==> config.mk <==
export PLATFORM = sky130hd
export DESIGN_NAME = seq_divider_flat
export DESIGN_NICKNAME = d
export VERILOG_FILES = /design/src/rtl/seq_divider_pkg.sv /design/src/rtl/seq_divider_if.sv /design/src/rtl/seq_divider_div_step.sv /design/src/rtl/seq_divider.sv /design/src/flat_wrapper.sv
export SDC_FILE = /design/constraint.sdc
export NUM_CORES = 1
export LEC_CHECK = 0
export ABC_CLOCK_PERIOD_IN_PS = 12900
export CAP_MARGIN = 10
export CELL_PAD_IN_SITES_DETAIL_PLACEMENT = 1
export CELL_PAD_IN_SITES_GLOBAL_PLACEMENT = 1
export CORE_UTILIZATION = 48
export CTS_CLUSTER_SIZE = 24
export DETAILED_ROUTE_END_ITERATION = 8
export HOLD_SLACK_MARGIN = 0.15
export PLACE_DENSITY = 0.95
export SYNTH_ARGS = -nofsm -noshare
export SYNTH_HDL_FRONTEND = slang
export SYNTH_SLANG_ARGS = --single-unit
==> constraint.sdc <==
create_clock -name clk -period 12.9 [get_ports clk]
set_input_delay 2.58 -clock clk [delete_from_list [all_inputs] [get_ports clk]]
set_output_delay 2.58 -clock clk [all_outputs]
set_load 0.02 [all_outputs]
==> src/rtl/seq_divider_pkg.sv <==
// Shared types and constants for the iterative RV32M divider (package div_pkg).
package div_pkg;

    localparam int unsigned DIV_N     = 32;
    localparam int unsigned DIV_CNT_W = $clog2(DIV_N + 1);

    typedef enum logic [1:0] {
        DIV  = 2'b00,
        DIVU = 2'b01,
        REM  = 2'b10,
        REMU = 2'b11
    } div_op_e;

    typedef enum logic [1:0] {
        IDLE,
        CALC,
        FINAL
    } div_state_e;

    // funct3[0] clear means the operands are two's-complement
    function automatic logic op_is_signed(input div_op_e op);
        return ~op[0];
    endfunction

endpackage

==> src/rtl/seq_divider_if.sv <==
// Request/response bundle between the EX stage and the divider.
interface seq_divider_if #(
    parameter int unsigned N = 32
);
    logic         start;
    logic         kill;
    logic [1:0]   op;
    logic [N-1:0] A;
    logic [N-1:0] B;
    logic         ready;
    logic         busy;
    logic         done;
    logic [N-1:0] result;

    modport master (
        output start, kill, op, A, B,
        input  ready, busy, done, result
    );

    modport slave (
        input  start, kill, op, A, B,
        output ready, busy, done, result
    );
endinterface

==> src/rtl/seq_divider_div_step.sv <==
// One restoring-division iteration: shift in a dividend bit, trial-subtract the divisor.
module div_step #(
    parameter int unsigned N = 32
) (
    input  logic [N-1:0] rem,
    input  logic         dbit,
    input  logic [N-1:0] divisor,
    output logic [N-1:0] rem_next,
    output logic         qbit
);
    logic [N:0] partial;
    logic [N:0] diff;

    always_comb begin
        partial  = {rem, dbit};
        diff     = partial - {1'b0, divisor};
        qbit     = (partial >= {1'b0, divisor});
        // rem < divisor on entry, so whichever value is kept fits in N bits
        rem_next = qbit ? diff[N-1:0] : partial[N-1:0];
    end
endmodule

==> src/rtl/seq_divider.sv <==
// Iterative restoring divider for DIV/DIVU/REM/REMU, one quotient bit per clock.
// Optional macro DIV_EARLY_EXIT_EN: divide-by-zero and signed overflow skip the iterations.
module seq_divider
    import div_pkg::*;
#(
    parameter int unsigned N = DIV_N
) (
    input  logic           clk,
    input  logic           reset,
    seq_divider_if.slave   bus
);
    localparam int unsigned     CNT_W    = $clog2(N + 1);
    localparam logic [CNT_W-1:0] CNT_LAST = CNT_W'(N);
    localparam logic [N-1:0]    MIN_NEG  = {1'b1, {(N-1){1'b0}}};

    div_state_e       state_q, state_d;
    logic [CNT_W-1:0] count_q;
    div_op_e          op_q;
    logic [N-1:0]     quo_q, rem_q, div_q, a_q, result_q;
    logic             q_neg_q, r_neg_q, div_zero_q, ovf_q;

    div_op_e          op_in;
    logic             accept, in_signed, a_neg, b_neg, in_div_zero, in_ovf;
    logic [N-1:0]     a_abs, b_abs;
    logic [N-1:0]     q_fix, r_fix, final_val;
    logic [N-1:0]     step_rem;
    logic             step_q;
`ifdef DIV_EARLY_EXIT_EN
    logic             in_special;
`endif

    always_comb begin
        op_in       = div_op_e'(bus.op);
        accept      = bus.start & ~bus.kill;
        in_signed   = op_is_signed(op_in);
        a_neg       = in_signed & bus.A[N-1];
        b_neg       = in_signed & bus.B[N-1];
        a_abs       = a_neg ? ('0 - bus.A) : bus.A;
        b_abs       = b_neg ? ('0 - bus.B) : bus.B;
        in_div_zero = (bus.B == '0);
        in_ovf      = in_signed && (bus.A == MIN_NEG) && (bus.B == '1);
`ifdef DIV_EARLY_EXIT_EN
        in_special  = in_div_zero | in_ovf;
`endif
    end

    div_step #(.N(N)) u_step (
        .rem      (rem_q),
        .dbit     (quo_q[N-1]),
        .divisor  (div_q),
        .rem_next (step_rem),
        .qbit     (step_q)
    );

    always_comb begin
        q_fix = q_neg_q ? ('0 - quo_q) : quo_q;
        r_fix = r_neg_q ? ('0 - rem_q) : rem_q;
        if (div_zero_q) begin
            q_fix = '1;
            r_fix = a_q;
        end else if (ovf_q) begin
            q_fix = a_q;
            r_fix = '0;
        end
        final_val = op_q[1] ? r_fix : q_fix;
    end

    always_ff @(posedge clk or posedge reset) begin
        if (reset) state_q <= IDLE;
        else       state_q <= state_d;
    end

    // FINAL is the done cycle; the result is registered on the CALC edge that leaves count==N
    always_comb begin
        state_d = state_q;
        unique case (state_q)
            IDLE:    if (accept) state_d = CALC;
            CALC: begin
                if (bus.kill)                 state_d = IDLE;
                else if (count_q == CNT_LAST) state_d = FINAL;
            end
            FINAL:   state_d = IDLE;
            default: state_d = IDLE;
        endcase
    end

    always_ff @(posedge clk or posedge reset) begin
        if (reset) begin
            count_q    <= '0;
            op_q       <= DIV;
            quo_q      <= '0;
            rem_q      <= '0;
            div_q      <= '0;
            a_q        <= '0;
            result_q   <= '0;
            q_neg_q    <= 1'b0;
            r_neg_q    <= 1'b0;
            div_zero_q <= 1'b0;
            ovf_q      <= 1'b0;
        end else begin
            unique case (state_q)
                IDLE: if (accept) begin
                    op_q       <= op_in;
                    q_neg_q    <= a_neg ^ b_neg;
                    r_neg_q    <= a_neg;
                    quo_q      <= a_abs;
                    rem_q      <= '0;
                    div_q      <= b_abs;
                    a_q        <= bus.A;
                    div_zero_q <= in_div_zero;
                    ovf_q      <= in_ovf;
`ifdef DIV_EARLY_EXIT_EN
                    // special cases start at the last count so the next edge finalises
                    count_q    <= in_special ? CNT_LAST : '0;
`else
                    count_q    <= '0;
`endif
                end
                CALC: if (!bus.kill) begin
                    if (count_q == CNT_LAST) begin
                        result_q <= final_val;
                    end else begin
                        rem_q   <= step_rem;
                        quo_q   <= {quo_q[N-2:0], step_q};
                        count_q <= count_q + CNT_W'(1);
                    end
                end
                default: ;
            endcase
        end
    end

    assign bus.ready  = (state_q == IDLE);
    assign bus.busy   = (state_q != IDLE);
    assign bus.done   = (state_q == FINAL);
    assign bus.result = result_q;

endmodule
==> src/flat_wrapper.sv <==
// flat-port wrapper written by rule: the top's interface ports become plain ports
module seq_divider_flat import div_pkg::*;
#(
    parameter int unsigned N = DIV_N
)
  (clk, reset, bus_start, bus_kill, bus_op, bus_A, bus_B, bus_ready, bus_busy, bus_done, bus_result);
  seq_divider_if #(.N(N)) bus_i ();
  input  logic clk;
  input  logic reset;
  input wire logic [$bits(bus_i.start)-1:0] bus_start;
  input wire logic [$bits(bus_i.kill)-1:0] bus_kill;
  input wire logic [$bits(bus_i.op)-1:0] bus_op;
  input wire logic [$bits(bus_i.A)-1:0] bus_A;
  input wire logic [$bits(bus_i.B)-1:0] bus_B;
  output wire logic [$bits(bus_i.ready)-1:0] bus_ready;
  output wire logic [$bits(bus_i.busy)-1:0] bus_busy;
  output wire logic [$bits(bus_i.done)-1:0] bus_done;
  output wire logic [$bits(bus_i.result)-1:0] bus_result;
  assign bus_i.start = bus_start;
  assign bus_i.kill = bus_kill;
  assign bus_i.op = bus_op;
  assign bus_i.A = bus_A;
  assign bus_i.B = bus_B;
  assign bus_ready = bus_i.ready;
  assign bus_busy = bus_i.busy;
  assign bus_done = bus_i.done;
  assign bus_result = bus_i.result;
  seq_divider #(.N(N)) u_core (.clk(clk), .reset(reset), .bus(bus_i));
endmodule
Yosys cells after proc, flatten, opt, wreduce, memory -nomap -nowiden
Index checks and enable logic that the tools add are counted.
- add/sub/neg operators: 6
- magnitude comparators: 1
- equal/unequal tests: 9
- mux-type cells: 26
- bitwise logic cells: 6
- reductions and logical operators: 10
- operator list (kind ; number):
    32-bit 2-to-1 mux ; 16
    32-bit one-hot mux with 2 select lines ; 2
    1-bit by 32-bit subtractor with 32-bit output, first input constant ; 4
    32-bit == test, second input constant ; 2
    33-bit by 32-bit greater-or-equal comparator with 1-bit output ; 1
    32-bit zero test ; 1
    32-bit subtractor ; 1
    6-bit 2-to-1 mux ; 3
    6-bit one-hot mux with 2 select lines ; 1
    6-bit by 1-bit adder with 6-bit output, second input constant ; 1
    6-bit == test, second input constant ; 1
    2-bit 2-to-1 mux ; 3
    2-bit != test, second input constant ; 2
    2-bit one-hot mux with 2 select lines ; 1
    2-bit AND reduction ; 2
    4-bit AND reduction ; 1
    2-bit nonzero test ; 2
    1-bit AND ; 3
    3-bit by 2-bit != test with 1-bit output, second input constant ; 1
    3-bit AND reduction ; 1
    2-bit by 1-bit == test with 1-bit output, second input constant ; 1
    2-bit == test, second input constant ; 1
    1-bit logical AND ; 2
    2-bit zero test ; 1
    other kinds (3) ; 4
- register bits: 174
- logic and storage cells: 70

Depth between registers and ports, before layout
- depth in word-level cells: 5
- depth in mapped cells: 13

Modules after synthesis
A second synthesis with hierarchy kept.
- cell total of the unflattened synthesis: 1640
- area total of the unflattened synthesis: 13056.3 sq um
- by module, submodules not included (module ; instances ; cells each ; area an instance (sq um) ; seq. area each (sq um)):
    seq_divider ; 1 ; 1278 ; 10695.3 ; 4329.2
    div_step ; 1 ; 362 ; 2361.0 ; 0.0

Least setup slack after synthesis
OpenSTA, ideal clock, no wires.
- path kind: input port to flip-flop
- from: input port bus_A[1]
- to: register u_core.quo_q[26]
- setup time: 0.121 ns
- arrival: 4.628 ns
- data required time: 12.779 ns
- path slack: 8.150 ns
- cell stages on the path: 11
- buffers on the path: 0
- cells stage by stage: inv_1 -> ha_1 -> or3b_2 -> or4_1 -> and4bb_2 -> nand2_1 -> nor2_1 -> nor2_1 -> xnor2_1 -> nor2_1 -> o21ai_1
- word-level cells in the longest chain between the ends: 4
- ends and longest elaborated chain (item ; line ; source):
    start: declaration ; flat_wrapper.sv:13 ; input wire logic [$bits(bus_i.A)-1:0] bus_A;
    1-bit by 32-bit subtractor with 32-bit output ; seq_divider.sv:38 ; a_abs = a_neg ? ('0 - bus.A) : bus.A;
    32-bit 2-to-1 mux ; seq_divider.sv:38 ;
    32-bit 2-to-1 mux ; seq_divider.sv:102 ; IDLE: if (accept) begin
    32-bit one-hot mux with 2 select lines ; seq_divider.sv:101 ; unique case (state_q)
    end signal: assignment ; seq_divider.sv:106 ; quo_q <= a_abs;
    end signal: assignment ; seq_divider.sv:124 ; quo_q <= {quo_q[N-2:0], step_q};
    end: declaration ; seq_divider.sv:19 ; logic [N-1:0] quo_q, rem_q, div_q, a_q, result_q;
Every way passes these cells. The select of a mux whose other input is x is not followed.
A chain may end at the register's enable or synchronous reset.

Worst setup path in the final report
- from: input port bus_A[0]
- to: register u_core.quo_q[30]
Same word-level chain as after synthesis.

==> key figures <==
Outcome
  • Outcome: finished, final reports clean

Timing
  • Fin crit share: 0.409
  • Final setup viols: 0
  • Worst-Margin Slew: 1210 ps
  • Final Hold Slack: 480 ps
  • Final count of pins violating max slew: 0
  • Max-slew headroom: 0.197
  • Layout Skew: 17.9 ps
  • Setup TNS: 0 ps
  • RSZ-0062 raised after global routing: no
  • Min Tclk post-route: 5280 ps
  • Max Freq: 189 MHz
  • Final hold vios: 0

Power
  • Sequential fraction of design power: 0.299
  • Logic pwr share: 0.517
  • Peak supply drop: 156 uV
  • Sw Pwr: 0.00137 W
  • Power density over the cells: 209 nW/um^2
  • Pleak: 5.97 nW
  • Internal: 0.00151 W
  • Sw frac: 0.475
  • Clock share of power: 0.184

Critical path
  • Critical path class: primary input to flip-flop
  • WP data arrival: 5610 ps
  • Critical path launch point type: primary input
  • Max FO, Critical Path: 4
  • Critical Path RT: 13,230 ps
  • CP endpoint kind: flip-flop

Yosys
  • FF+latch count, synth: 173
  • Sequential fraction of the synthesis area: 0.362
  • Mapped cell area: 12,000 um^2
  • Post-synth net total: 1,588
  • Ys Warns: 0
  • Count of different cell masters after synthesis: 65
  • Cells after Synth: 1,478
  • Ys async rst share: 1.00
  • EDFF count, synth: 0
  • Avg Cell Area, Syn: 8.10 um^2
  • Most used DFF post-synth: dfrtp_1

Floorplan
  • I/O Pins: 105
  • Initial Util: 0.491
  • Core area: 24,400 um^2
  • Row Count: 57
  • Die area: 25,600 um^2
  • Die Ht: 160 um
  • Die width: 160 um

Cells and area
  • Commonest cells after routing, fill and taps aside: nand2_1, dfrtp_1, o21ai_0, clkdlybuf4s50_1, a21oi_1
  • Layout cell share with drive strength beyond 1: 0.0389
  • Nets: 1,640
  • Post-route cell area: 13,800 um^2
  • Fillers: 2,957
  • N_diodes: 0
  • Most common cell after layout, fill and taps aside: nand2_1
  • Area grow syn2layout: 15.2%
  • Post-Route Utilization: 0.565
  • Cell Count, Final, Fillers Out: 1,867

Route
  • Total wire length: 42,300 um
  • Via count: 11,968
  • DR iter-0 viols: 1,178
  • TritonRoute pass-1 iters: 6
  • Drt wl/cell: 22.6 um
  • DRC Markers: 0
  • Vias per cell: 6.41
  • Routed Antenna Nets: 0

Placement
  • RePlAce Congestion: 0.904
  • Post-Place Cells: 1,835
  • PortBufs: 104
  • Post-placement cell area: 13,200 um^2
  • DP HPWL: 28,900 um

Clocking
  • # hold bufs at CTS: 0
  • CTS tree: built
  • Clk sinks: 173
  • Clock tree buffer depth: 2
  • Postcts setup bufs: 0
  • CTS H-tree lvls: 4
  • Cts bufs inserted: 17
  • Clock Pin Slew Worst Setup and Hold Paths: 90 ps
  • Clock Latency Late Sink: 460 ps
  • Clock Root Buffer: clkbuf_16
  • Post-cts sizing count: 0

Global routing
  • Total gr overflow: 0
  • Antenna violations before repair: 1
  • GRT Overall Usage: 0.336
  • First-pass GRT wire length: 67,700 um
  • Vias in the first global route: 12,289
  • Largest net degree at the start of global routing: 117

Run
  • Max-cap violation count: 0

Hold path
  • Path category of the worst min-delay check: flip-flop to flip-flop
final timing paths:
check                                            startpoint                               end  slack [ps]  depth (start not counted)
setup / recovery                                   bus_A[0]      u_core.quo_q[30]$_DFFE_PP0P_        7620                         11
hold / removal             u_core.bus.result[8]$_DFFE_PP0P_  u_core.bus.result[8]$_DFFE_PP0P_         480                          2
setup reg to reg                u_core.div_q[7]$_DFFE_PP0P_      u_core.rem_q[22]$_DFFE_PP0P_        9160                         12
hold reg to reg            u_core.bus.result[8]$_DFFE_PP0P_  u_core.bus.result[8]$_DFFE_PP0P_         480                          2
max in group asynchronous                             reset      u_core.div_q[26]$_DFFE_PP0P_        8700                          3
min in group asynchronous                             reset      u_core.div_q[13]$_DFFE_PP0P_        2740                          2
worst max-delay path: stages:
cell and delay [ps]:
clkdlybuf4s50_1 470, inv_1 120, ha_1 200, or3b_2 500, or4_1 480, and4bb_2 400, nand2_1 120, nor2_1 290
a21oi_1 140, xnor2_1 220, a21oi_1 90
sequential cells by signal (all words and copies together), names as in the netlist:
signal	cells
u_core.q_neg_q	1
u_core.state_q	2
u_core.div_q	32
u_core.ovf_q	1
u_core.a_q	32
u_core.bus.result	32
u_core.op_q	1
u_core.r_neg_q	1
u_core.count_q	6
u_core.quo_q	32
u_core.rem_q	32
u_core.div_zero_q	1
cell type report:
| type | count | area, um^2 | area share |
|---|---|---|---|
| Clock buffer | 17 | 425 | 0.0309 |
| Clock inverter | 15 | 168 | 0.0122 |
| Inverter | 61 | 234 | 0.0170 |
| Multi-Input combinational cell | 1164 | 7110 | 0.516 |
| Sequential cell | 173 | 4330 | 0.314 |
| Tap cell | 324 | 405 | 0.0294 |
| Timing Repair Buffer | 113 | 1110 | 0.0804 |
Yosys cell counts, types with 12 or more instances:
master    number  area, um^2
a21o_1        18         135
a21oi_1       93         465
a221oi_1      19         166
clkbuf_1      72         270
dfrtp_1      173        4330
ha_1          39         488
inv_1         60         225
mux2i_1       29         290
nand2_1      263         987
nand3_1       28         140
nand4_1       17         106
nor2_1        79         297
nor2b_1       16         100
nor3_1        24         120
nor4_1        13        81.3
o21ai_0      150         751
o21ai_1       35         175
o22ai_1       22         138
o31ai_1       25         188
o41ai_1       12         105
or3_1         20         125
or4_1         12        90.1
xnor2_1       71         622
xor2_1        77         674
stage by stage:
stage	worst slack, ps	power, W
2_1_floorplan	5630	0.00188
3_3_place_gp	7370	0.00219
3_5_place_dp	7260	0.00226
4_1_cts	7680	0.00285
5_1_grt	7500	0.00304
6_report	7620	0.00289
per-layer routing:
metal	GRT usage	part of all wire	up-vias
met4	0.165	0.047	0
met1	0.434	0.41	5923
met5	0	0	-
met2	0.551	0.47	569
li1	-	-	5338
met3	0.0499	0.067	138
power groups by stage:
stage | clock, W | sequential (W) | combinational [W]
after floorplan | 0 | 0.000770 | 0.00111
after global placement | 0 | 0.000845 | 0.00134
after detailed placement | 0 | 0.000856 | 0.00141
after CTS | 0.000531 | 0.000852 | 0.00146
after global routing | 0.000553 | 0.000871 | 0.00161
final | 0.000530 | 0.000863 | 0.00149
cell families (layout without fill, tap and decap cells):
logic type / Yosys count / after routing / synth area share
DFF: 173 / 173 / 0.362
and+or+nand+nor: 513 / 513 / 0.196
buffers and inverters: 141 / 206 / 0.0461
AOI/OAI and AO/OA: 433 / 433 / 0.221
xor gates and xnor gates: 148 / 148 / 0.108
muxes: 30 / 30 / 0.0252
adders and majority gates: 40 / 40 / 0.0424
No activity file was read; power rests on OpenSTA's default activity.
